File: config.mk
export PLATFORM = sky130hd
export DESIGN_NAME = alu_sequencer
export DESIGN_NICKNAME = d
export VERILOG_FILES = /design/src/rtl/alu_sequencer.sv
export SDC_FILE = /design/constraint.sdc
export NUM_CORES = 1
export LEC_CHECK = 0
export ABC_AREA = 1
export ABC_CLOCK_PERIOD_IN_PS = 2900
export CORE_UTILIZATION = 30
export DETAILED_ROUTE_END_ITERATION = 6
export PLACE_DENSITY_LB_ADDON = 0.3
export SKIP_LAST_GASP = 1
export SYNTH_ARGS = -nofsm -noshare
export SYNTH_HDL_FRONTEND = slang
export SYNTH_SLANG_ARGS = --single-unit
export TNS_END_PERCENT = 50
File: constraint.sdc
create_clock -name clk -period 2.9 [get_ports clk]
set_input_delay 0.435 -clock clk [delete_from_list [all_inputs] [get_ports clk]]
set_output_delay 0.435 -clock clk [all_outputs]
set_load 0.02 [all_outputs]
File: src/rtl/alu_sequencer.sv
// Byte-stream instruction sequencer for an external registered ALU.
// Decodes opcode/immediate bytes, issues one ALU cycle, captures the result and hands it out.
module alu_sequencer #(
    parameter bit QUIET_NOP = 1'b0
) (
    input  logic       clk,
    input  logic       rst_n,
    input  logic [7:0] in_data,
    input  logic       in_valid,
    output logic       in_ready,
    output logic [7:0] out_data,
    output logic       out_valid,
    input  logic       out_ready,
    output logic [3:0] alu_opcode,
    output logic       alu_accum_source,
    output logic       alu_value_source,
    output logic [7:0] alu_data_in,
    input  logic [7:0] alu_data_out,
    output logic       busy
);

    typedef enum logic [2:0] {
        S_IDLE,
        S_IMM,
        S_ISSUE,
        S_CAPTURE,
        S_OUT
    } state_t;

    state_t     r_state;
    state_t     w_state_next;
    logic       r_run;
    logic [3:0] r_op;
    logic       r_acc;
    logic       r_val;
    logic [3:0] r_issue_op;
    logic       r_alu_acc;
    logic       r_alu_val;
    logic [7:0] r_alu_data;
    logic [7:0] r_out_data;

    logic       w_accept;
    logic       w_needs_imm;
    logic       w_latch;
    logic       w_load_issue;
    logic       w_capture;
    logic [3:0] w_issue_op;
    logic       w_issue_acc;
    logic       w_issue_val;
    logic [7:0] w_issue_data;
    logic       w_unused;

    // Opcodes that are self-contained never fetch an immediate byte.
    function automatic logic op_takes_imm(input logic [3:0] op);
        case (op)
            4'h0, 4'h4, 4'h5, 4'h7, 4'hF: op_takes_imm = 1'b0;
            default:                      op_takes_imm = 1'b1;
        endcase
    endfunction

    assign w_unused    = ^in_data[1:0];
    assign in_ready    = r_run && (r_state == S_IDLE || r_state == S_IMM);
    assign w_accept    = in_valid && in_ready;
    assign w_needs_imm = !in_data[2] && op_takes_imm(in_data[7:4]);

    always_comb begin
        w_state_next = r_state;
        w_latch      = 1'b0;
        w_load_issue = 1'b0;
        w_capture    = 1'b0;
        w_issue_op   = r_op;
        w_issue_acc  = r_acc;
        w_issue_val  = r_val;
        w_issue_data = 8'h00;
        case (r_state)
            S_IDLE: begin
                if (w_accept) begin
                    if (w_needs_imm) begin
                        w_state_next = S_IMM;
                        w_latch      = 1'b1;
                    end else if (!(QUIET_NOP && in_data[7:4] == 4'h0)) begin
                        w_state_next = S_ISSUE;
                        w_load_issue = 1'b1;
                        w_issue_op   = in_data[7:4];
                        w_issue_acc  = in_data[3];
                        w_issue_val  = in_data[2];
                    end
                end
            end
            S_IMM: begin
                if (w_accept) begin
                    w_state_next = S_ISSUE;
                    w_load_issue = 1'b1;
                    w_issue_data = in_data;
                end
            end
            S_ISSUE:   w_state_next = S_CAPTURE;
            S_CAPTURE: begin
                w_state_next = S_OUT;
                w_capture    = 1'b1;
            end
            S_OUT: begin
                if (out_ready) begin
                    w_state_next = S_IDLE;
                end
            end
            default:   w_state_next = S_IDLE;
        endcase
    end

    // ALU operand registers load only on entry to ISSUE so they hold the last-issued values.
    always_ff @(posedge clk or negedge rst_n) begin
        if (!rst_n) begin
            r_state    <= S_IDLE;
            r_run      <= 1'b0;
            r_op       <= 4'h0;
            r_acc      <= 1'b0;
            r_val      <= 1'b0;
            r_issue_op <= 4'h0;
            r_alu_acc  <= 1'b0;
            r_alu_val  <= 1'b0;
            r_alu_data <= 8'h00;
            r_out_data <= 8'h00;
        end else begin
            r_state <= w_state_next;
            r_run   <= 1'b1;
            if (w_latch) begin
                r_op  <= in_data[7:4];
                r_acc <= in_data[3];
                r_val <= in_data[2];
            end
            if (w_load_issue) begin
                r_issue_op <= w_issue_op;
                r_alu_acc  <= w_issue_acc;
                r_alu_val  <= w_issue_val;
                r_alu_data <= w_issue_data;
            end
            if (w_capture) begin
                r_out_data <= alu_data_out;
            end
        end
    end

    assign alu_opcode       = (r_state == S_ISSUE) ? r_issue_op : 4'h0;
    assign alu_accum_source = r_alu_acc;
    assign alu_value_source = r_alu_val;
    assign alu_data_in      = r_alu_data;
    assign out_data         = r_out_data;
    assign out_valid        = (r_state == S_OUT);
    assign busy             = (r_state != S_IDLE);

endmodule

==> results.txt <==
----------------------------------------------------
[Run status]
  Run status ... finished, final reports clean

[Clock network]
  Number of H-tree levels ... 2
  Number of buffers created by CTS ... 5
  Clock slew seen by the registers of the worst setup and hold paths ... 0.07 ns
  Post-CTS setup buffer count ... 0
  Clock network latency to the later pin of the worst-skew pair ... 0.27 ns
  Cts-stage hold buffer count ... 0
  Clock net sink count ... 32
  Resized Gates After CTS ... 0
  Master cell of the clock root buffer ... sky130_fd_sc_hd__clkbuf_8
  CTS tree ... built
  Number of buffers on the longest clock path ... 2

[Hold path]
  Cells on Worst Hold Path ... 2
  Path category of the worst min-delay check ... flop to flop

[Global routing]
  Gr ovfl total ... 0
  First-pass GRT wire length ... about 5000 um
  Pin count of the biggest net entering global routing ... 33
  Initial antenna violation count ... 0
  Via count of the first global-routing pass ... 1144
  Combined global-route utilization of all metal layers ... between 10 and 15%

[Place]
  GP Congestion ... approximately 0.77
  Detailed placer's ending HPWL ... about 2200 um
  Count of buffers inserted at the top-level ports ... 44
  Pre-CTS WS ... about 0.86 ns

[STA]
  PnR worst setup slack ... around 0.57 ns
  Clk_skew ... approximately 0.0057 ns
  Crit path time final ... 2.33 ns
  Sum of negative setup slack ... 0 ns
  Final number of max-transition violations ... 0
  Final-layout worst hold slack ... around 0.47 ns
  Final setup violation count ... 0
  RSZ-0062 raised after global routing ... false
  Maximum clock frequency ... about 430 MHz
  Post-route clock period utilization ... 80.4%
  Total count of hold-check failures in the final report ... 0

[Pwr]
  Power after layout ... ~2.0 mW
  Maximum VDD drop ... around 0.43 mV
  Cell Pwr Density ... ~950 nW/um2
  Leakage power of the design ... about 1.0 nW

[Critical path]
  Worst R2R Path Depth ... 5
  Worst setup path category ... flop to primary output
  Required time of the critical path ... ~2.5 ns
  Critical Path Source Type ... flop
  Critical path fanouts, max ... 6
  Kind of end point of the critical path ... primary output
  CP peak stage delay ... about 0.61 ns
  Critical-path cell list ... inv_1, nand3_1, nor2_1, clkdlybuf4s50_1
  Slowest cell on the critical path ... sky130_fd_sc_hd__clkdlybuf4s50_1
  WP data arrival ... around 1.9 ns

[Synth]
  Total number of yosys warnings ... 0
  Post-synth net total ... 180
  Mapped Avg Cell Area ... between 9 and 10 um2
  Post-synthesis cell area ... ~1500 um2
  Sequential cell area fraction in the yosys report ... ~54%
  Count of distinct cell types in the synthesized netlist ... 22
  Post-synthesis cell count ... 160
  Post-synthesis register bit count ... 32

[Drt]
  Number of iterations in the first detailed-routing pass ... 4
  Wirelength, routed ... 2980 um
  Via-per-instance ratio ... roughly 4.2
  Via count ... 1168
  Drt initial violations ... between 60 and 70
  Antenna Nets Post-Route ... 0
  Remaining design rule violation count ... 0
  Per-cell routed wire length ... 10.7 um

[Die]
  Overall die area ... around 5300 um2
  Starting density of the core ... about a third
  Number of placement rows ... 25
  Die Y-Extent ... roughly 72 um
  Area of the placeable core ... ~4800 um2
  Top-level I/O count ... 45
  X dimension of the die ... just over 70 um

[Layout]
  Fraction of final layout cells sized beyond drive strength 1 ... 14.3%
  Final net count ... 230
  P&R area growth vs syn ... 39.4%
  Highest-count cells in the layout ignoring fill and taps ... sky130_fd_sc_hd__nand2_1 (44), sky130_fd_sc_hd__clkdlybuf4s50_1 (44), sky130_fd_sc_hd__dfrtp_1 (32)
  Layout Utilization ... 43.7%
  Antenna Diode Count ... 0

[Flow run]
  Number of maximum-capacitance constraint violations ... 0

----------------------------------------------------
==> area by class of cell <==
cell class              count  area, um2
fillers                   490       2680
multi-input cells          98        558
flip-flops and latches     32        801
clock inverters             1       5.00
inverters                  28        109
clock buffers               6       72.6
well taps                  67       83.8
repair buffers             45        448
==> per-layer routing <==
| metal | track usage [%] | part of all wire [%] |
|---|---|---|
| met5 | 0 | 0 |
| met4 | 5.88 | 1.6 |
| met3 | 2.92 | 3.8 |
| met2 | 19.7 | 47 |
| met1 | 16.1 | 48 |
==> metrics by stage <==
step / std cells / cell area [um2]
finish: 277 / 2080
global route: 277 / 2080
CTS: 277 / 2080
detailed placement: 270 / 2000
global placement: 270 / 2000
floorplan: 160 / 1490
==> sequential cells by signal (all words and copies together), names as in the netlist <==
| register | count |
|---|---|
| alu_accum_source | 1 |
| alu_data_in | 8 |
| alu_value_source | 1 |
| out_data | 8 |
| r_acc | 1 |
| r_issue_op | 4 |
| r_op | 4 |
| r_run | 1 |
| r_state | 3 |
| r_val | 1 |
==> power breakdown <==
group	switching (mW)	internal (mW)	total, mW	leakage (nW)
clock	0.151	0.163	0.314	0.0410
combinational	0.480	0.429	0.909	0.552
sequential	0.118	0.633	0.750	0.403
total	0.749	1.22	1.97	0.996
==> worst max-delay path: cells and delay by family, from the launching register on <==
family        cells  cell delay [ns]
simple gates      2             0.37
buf+inv           2             0.77
flops             1             0.49
==> cells by family after synthesis <==
kind of cell           synth area share, %
AO/OA/AOI/OAI                         7.72
multiplexers                          6.05
flip-flops                            53.7
buffers and inverters                 8.82
other                                0.252
AND/OR/NAND/NOR                       23.4
==> path summary, 6_finish.rpt <==
check,startpoint,endpoint,slack [ns]
hold / removal,r_issue_op[2]$_DFFE_PN0P_,r_issue_op[2]$_DFFE_PN0P_,0.47
hold reg to reg,r_issue_op[2]$_DFFE_PN0P_,r_issue_op[2]$_DFFE_PN0P_,0.47
min in group asynchronous,rst_n,r_acc$_DFFE_PN0P_,0.56
setup reg to reg,r_state[1]$_DFFE_PN0P_,r_val$_DFFE_PN0P_,1.31
max in group asynchronous,rst_n,alu_data_in[0]$_DFFE_PN0P_,2.05
setup / recovery,r_state[0]$_DFFE_PN0P_,alu_opcode[1],0.57
==> Yosys cell counts <==
master	count	area (um2)
sky130_fd_sc_hd__inv_4	1	6.26
sky130_fd_sc_hd__clkinv_2	1	5.00
sky130_fd_sc_hd__mux2_2	8	90.1
sky130_fd_sc_hd__o21ai_2	5	43.8
sky130_fd_sc_hd__nand2_1	44	165
sky130_fd_sc_hd__dfrtp_1	32	801
sky130_fd_sc_hd__buf_6	2	22.5
sky130_fd_sc_hd__nor3_1	1	5.00
sky130_fd_sc_hd__nor2_1	6	22.5
sky130_fd_sc_hd__nand3_2	2	20.0
sky130_fd_sc_hd__inv_1	26	97.6
sky130_fd_sc_hd__nand4_1	1	6.26
sky130_fd_sc_hd__conb_1	1	3.75
sky130_fd_sc_hd__nor2_4	2	22.5
sky130_fd_sc_hd__a21oi_1	1	5.00
sky130_fd_sc_hd__nand3_1	10	50.1
sky130_fd_sc_hd__o21ai_1	4	20.0
sky130_fd_sc_hd__and2_1	1	6.26
sky130_fd_sc_hd__o22ai_1	5	31.3
sky130_fd_sc_hd__o21ai_0	3	15.0
sky130_fd_sc_hd__nand3_4	1	17.5
sky130_fd_sc_hd__nand2_4	3	33.8
Power figures use the tool's default switching activity.
==> variant 1 (config.mk and constraints unchanged) <==
Set the parameter `QUIET_NOP` to 1'b1 (it was 1'b0).
--- a/src/rtl/alu_sequencer.sv
+++ b/src/rtl/alu_sequencer.sv
@@ -3,3 +3,3 @@
 module alu_sequencer #(
-    parameter bit QUIET_NOP = 1'b0
+    parameter bit QUIET_NOP = 1'b1
 ) (
Check against the original RTL: not equivalent (a bounded check fails within 4 cycles, from zero or initial values and one cycle with rst_n low).
==> variant 1 against the unedited design <==
  * First-iteration DRC count fell by 3.0%
  * Sequential cell count unchanged
  * Cell count is 5.4% higher
  * Worst setup slack improved by 0.017 ns
  * Synthesized area rose by 0.59%
  * Cell area up 3.3%
  * Total power increased by 12%
  * Sequential share of layout area down 1.2 points
  * Wire length is 8.7% higher
  * Critical path depth up 1
==> variant 1: results (changes against the unedited design) <==
- Syn Nets: 193 (+7.2%)
- Place WS: 0.8390 ns (-0.02415 ns)
- Cell Pwr Density: 1027 mW/mm^2 (+8.1%)
- Synth top area cells: dfrtp_1, nand2_1, mux2_2, inv_1, o21ai_0
- Nets: 244 (+6.1%)
- Post-synthesis sequential area ratio: 53.42% (-0.31 points)
- Hold Slack: 0.4847 ns (+0.01024 ns)
- Avg WL per Cell: 11.08 um (+3.1%)
- Worst EP arrival: 1.88 ns (-0.02 ns)
- Reg2Reg Depth: 8 (+3)
- Flop2flop setup slack: 1.36 ns (+0.05 ns)
- R2r endpoint: alu_data_in[2]$_DFFE_PN0P_
- Seq. pwr: 0.743 mW (-0.9%)
- Most frequent cells after synthesis: nand2_1, dfrtp_1, inv_1
- Tot GR Track Use: 13.36% (+0.89 points)
- Met1 WL: 1564 um (+11%)
- PortBufs: 44 (unchanged)
- Combinational gate power: 0.996 mW (+9.6%)
- Hold path endpoint: alu_accum_source$_DFFE_PN0P_
- Syn Area/Cell: 8.664 sq um (-7.0%)
- Ys Warns: 0 (unchanged)
- Clk slew on worst S/H paths: 0.07 ns (about the same)
- Met2 WL post-DR: 1488 um (+6.2%)
- Met3 usage: 3.729% (+0.81 points)
- Layout cell share with drive strength beyond 1: 12.89% (-1.4 points)
- Detail Placement HPWL: 2466 um (+12%)
- First-pass GRT wire length: 5319 um (+7.7%)
- Leak: 1.039 nW (+4.4%)
- Drt first pass iters: 4 (unchanged)
- GR Util met2: 19.00% (-0.73 points)
- DR WL met3: 139 um (+23%)
- Placed insts: 284 (+5.2%)
- Status: finished clean
- Detailed Route Iter0 Violations: 64 (-3.0%)
- Vias in the first global route: 1,107 (-3.2%)
- Met1 GRT Util: 19.14% (+3.0 points)
- Hold Startpoint: alu_accum_source$_DFFE_PN0P_
- Clk_skew: 0.005669 ns (-0.00004633 ns)
- Initial antenna violation count: 0 (unchanged)
- VDD IR-drop max: 0.2732 mV (-37%)
- Via density: 4.298 (+1.9%)
- Placed inst area: 0.002019 sq mm (+1.0%)
- End of the critical path: alu_opcode[0]
- Total wire length: 3235 um (+8.7%)
- Sw Pwr: 0.8071 mW (+7.8%)
- Fin crit period: 2.314 ns (-0.01663 ns)
- Final RePlAce weighted congestion: 0.8740 (+14%)
-- variant 1: cell type report --
cell class	count	area [sq um]
Multi-Input combinational cell	116	596.8
Sequential cell	32	800.8
Timing Repair Buffer	45	447.9
Fill cell	490	2609
Clock inverter	1	30.03
Clock buffer	7	96.34
Inverter	24	90.09
Tap cell	67	83.83
-- variant 1: cells by family (layout without fill, tap and decap cells) --
group / after synthesis / in the layout / share of synthesized area [%]
DFF: 32 / 32 / 53.42
other: 1 / 1 / 0.2502
and+or+nand+nor: 89 / 89 / 27.38
buffers and inverters: 25 / 77 / 6.761
AOI/OAI and AO/OA: 18 / 18 / 6.176
muxes: 8 / 8 / 6.010
-- variant 1: worst reg2reg max path, cell delays in order (launching register included) --
cell and delay (ns):
dfrtp_1 0.43, nor2_2 0.18, nand2_2 0.11, nand2_2 0.12, nand4_4 0.17, nand2_4 0.16, inv_2 0.12, nand2_1 0.07
o21ai_0 0.07
==> variant 2 (same settings) <==
Made on the original files. Re-encode `state_t` (5 states) as Gray code, 3 bits wide.
--- a/src/rtl/alu_sequencer.sv
+++ b/src/rtl/alu_sequencer.sv
@@ -22,7 +22,7 @@
     typedef enum logic [2:0] {
-        S_IDLE,
-        S_IMM,
-        S_ISSUE,
-        S_CAPTURE,
-        S_OUT
+        S_IDLE    = 3'b000,
+        S_IMM     = 3'b001,
+        S_ISSUE   = 3'b011,
+        S_CAPTURE = 3'b010,
+        S_OUT     = 3'b110
     } state_t;
Function: no difference found for any inputs over 10 cycles, from zero or initial values and one cycle with rst_n low; not proved beyond that.
==> variant 2 against the unedited design <==
  * Sequential cell count did not move
  * Wire length increased by 5.6%
  * Critical path depth stayed put
  * Core utilization increased by 0.39 points
  * Die area increased by 1.6%
  * Cell area rose by 1.6%
  * Worst setup slack improved by 0.049 ns
  * Total power down 3.5%
  * Hold slack worse by 0.0070 ns
  * Synthesized area increased by 1.7%
==> variant 2: results (changes against the unedited design) <==
- Final RePlAce weighted congestion: 0.7607 (-1.1%)
- Leak: 1.030 nW (+3.5%)
- Hold Startpoint: alu_data_in[2]$_DFFE_PN0P_
- Crit Path Max Fanout: 6 (unchanged)
- Netlist cell types: 21 (-4.5%)
- Clock root buffer: clkbuf_8
- VDD IR-drop max: 0.4289 mV (-1.2%)
- Clk slew on worst S/H paths: 0.06 ns
- Clk_skew: 0.005391 ns (-0.0003242 ns)
- Status: finished clean
- Diodes inserted: 0 (unchanged)
- Post-synthesis sequential area ratio: 52.85% (-0.89 points)
- Placed inst area: 0.002013 sq mm (+0.69%)
- First-pass GRT wire length: 5292 um (+7.1%)
- Resized Gates After CTS: 0 (unchanged)
- Layout cell share with drive strength beyond 1: 16.43% (+2.1 points)
- Worst-Skew Late Latency: around 0.28 ns
- Asr flop ratio synth: 100.0% (unchanged)
- Most frequent cells after synthesis: nand2_1, dfrtp_1, inv_1
- Detailed Route Iter0 Violations: 60 (-9.1%)
- Initial antenna violation count: 0 (unchanged)
- CTS max path bufs: 2 (unchanged)
- Vias: 1,227 (+5.1%)
- Drt first pass iters: 4 (unchanged)
- Largest net degree at the start of global routing: 33 (unchanged)
- # fillers: 483 (-1.4%)
- Ys Warns: 0 (unchanged)
- Tot GR Track Use: 13.51% (+1.0 points)
- Synth area leader: dfrtp_1
- Post-CTS Setup Bufs: 0 (unchanged)
- Detail Placement HPWL: 2255 um (+2.6%)
- RR Startpoint: r_state[1]$_DFFE_PN0P_
- Origin of the worst setup path: r_state[2]$_DFFE_PN0P_
- Syn-to-layout area delta: 39.22%
- Total wire length: 3144 um (+5.6%)
- Nets: 233 (+1.3%)
- Syn Nets: 184 (+2.2%)
- Synth top area cells: dfrtp_1, nand2_1, mux2_2, nand3_1, inv_1
- Worst EP arrival: 1.85 ns (-0.05 ns)
- PortBufs: 44 (unchanged)
==> variant 2: cell types whose count changed in the layout (fill, tap and decap cells not counted), sizes merged, moves of 2 or more <==
cell,unedited run,this run
inv,27,22
a21oi,1,3
nand3,13,18
o22ai,5,0
clkinv,2,0
nand2,47,50
nor2,8,12
==> variant 2: final timing paths <==
path | endpoint | slack, ns | cells after the start
max in group asynchronous | out_data[6]$_DFFE_PN0N_ | 2.05 | 2
min in group asynchronous | alu_data_in[1]$_DFFE_PN0P_ | 0.54 | 2
min | alu_data_in[2]$_DFFE_PN0P_ | 0.47 | 2
max | alu_opcode[0] | 0.62 | 4
max reg2reg | r_val$_DFFE_PN0P_ | 1.32 | 5
min reg2reg | alu_data_in[2]$_DFFE_PN0P_ | 0.47 | 2
==> variant 2: cells by family (layout without fill, tap and decap cells) <==
kind of cell / after synthesis / in the layout / share of synthesized area (%)
AO/OA/AOI/OAI: 15 / 15 / 6.193
AND/OR/NAND/NOR: 83 / 83 / 27.08
other: 1 / 1 / 0.2475
buffers and inverters: 25 / 74 / 7.679
flip-flops: 32 / 32 / 52.85
multiplexers: 8 / 8 / 5.946
==> variant 2: worst max-delay path, cell delays in order, from the launching register on <==
cell and delay, ns:
dfrtp_1 0.40, inv_1 0.19, nand3_1 0.20, nor2_1 0.15
clkdlybuf4s50_1 0.61
==> variant 2: where the power goes <==
group	internal, mW	switching (mW)	leakage, nW
Combinational	0.386	0.440	0.575
Clock	0.211	0.153	0.0503
Sequential	0.616	0.0962	0.405
==> variant 2: stage by stage <==
step,setup slack (ns),std cells
floorplan,1.446,164
global placement,0.9110,273
detailed placement,0.8980,273
CTS,0.5772,280
global route,0.4736,280
finish,0.6179,280
==> variant 2: cell type report <==
class / instances / share of cell area, %
multi-input combinational: 107 / 28.35
timing repair buffer: 45 / 21.23
sequential: 32 / 37.96
clock buffer: 7 / 4.567
inverter: 22 / 3.915
tap: 67 / 3.974
==> variant 2: routing by layer <==
layer  GRT usage, %  wire length [um]  vias to the layer above
li1               -                 -                      613
met2          21.40              1468                       34
met5              0                 0                        -
met1          16.43              1466                      575
met4          7.843                51                        0
met3          3.729               157                        5
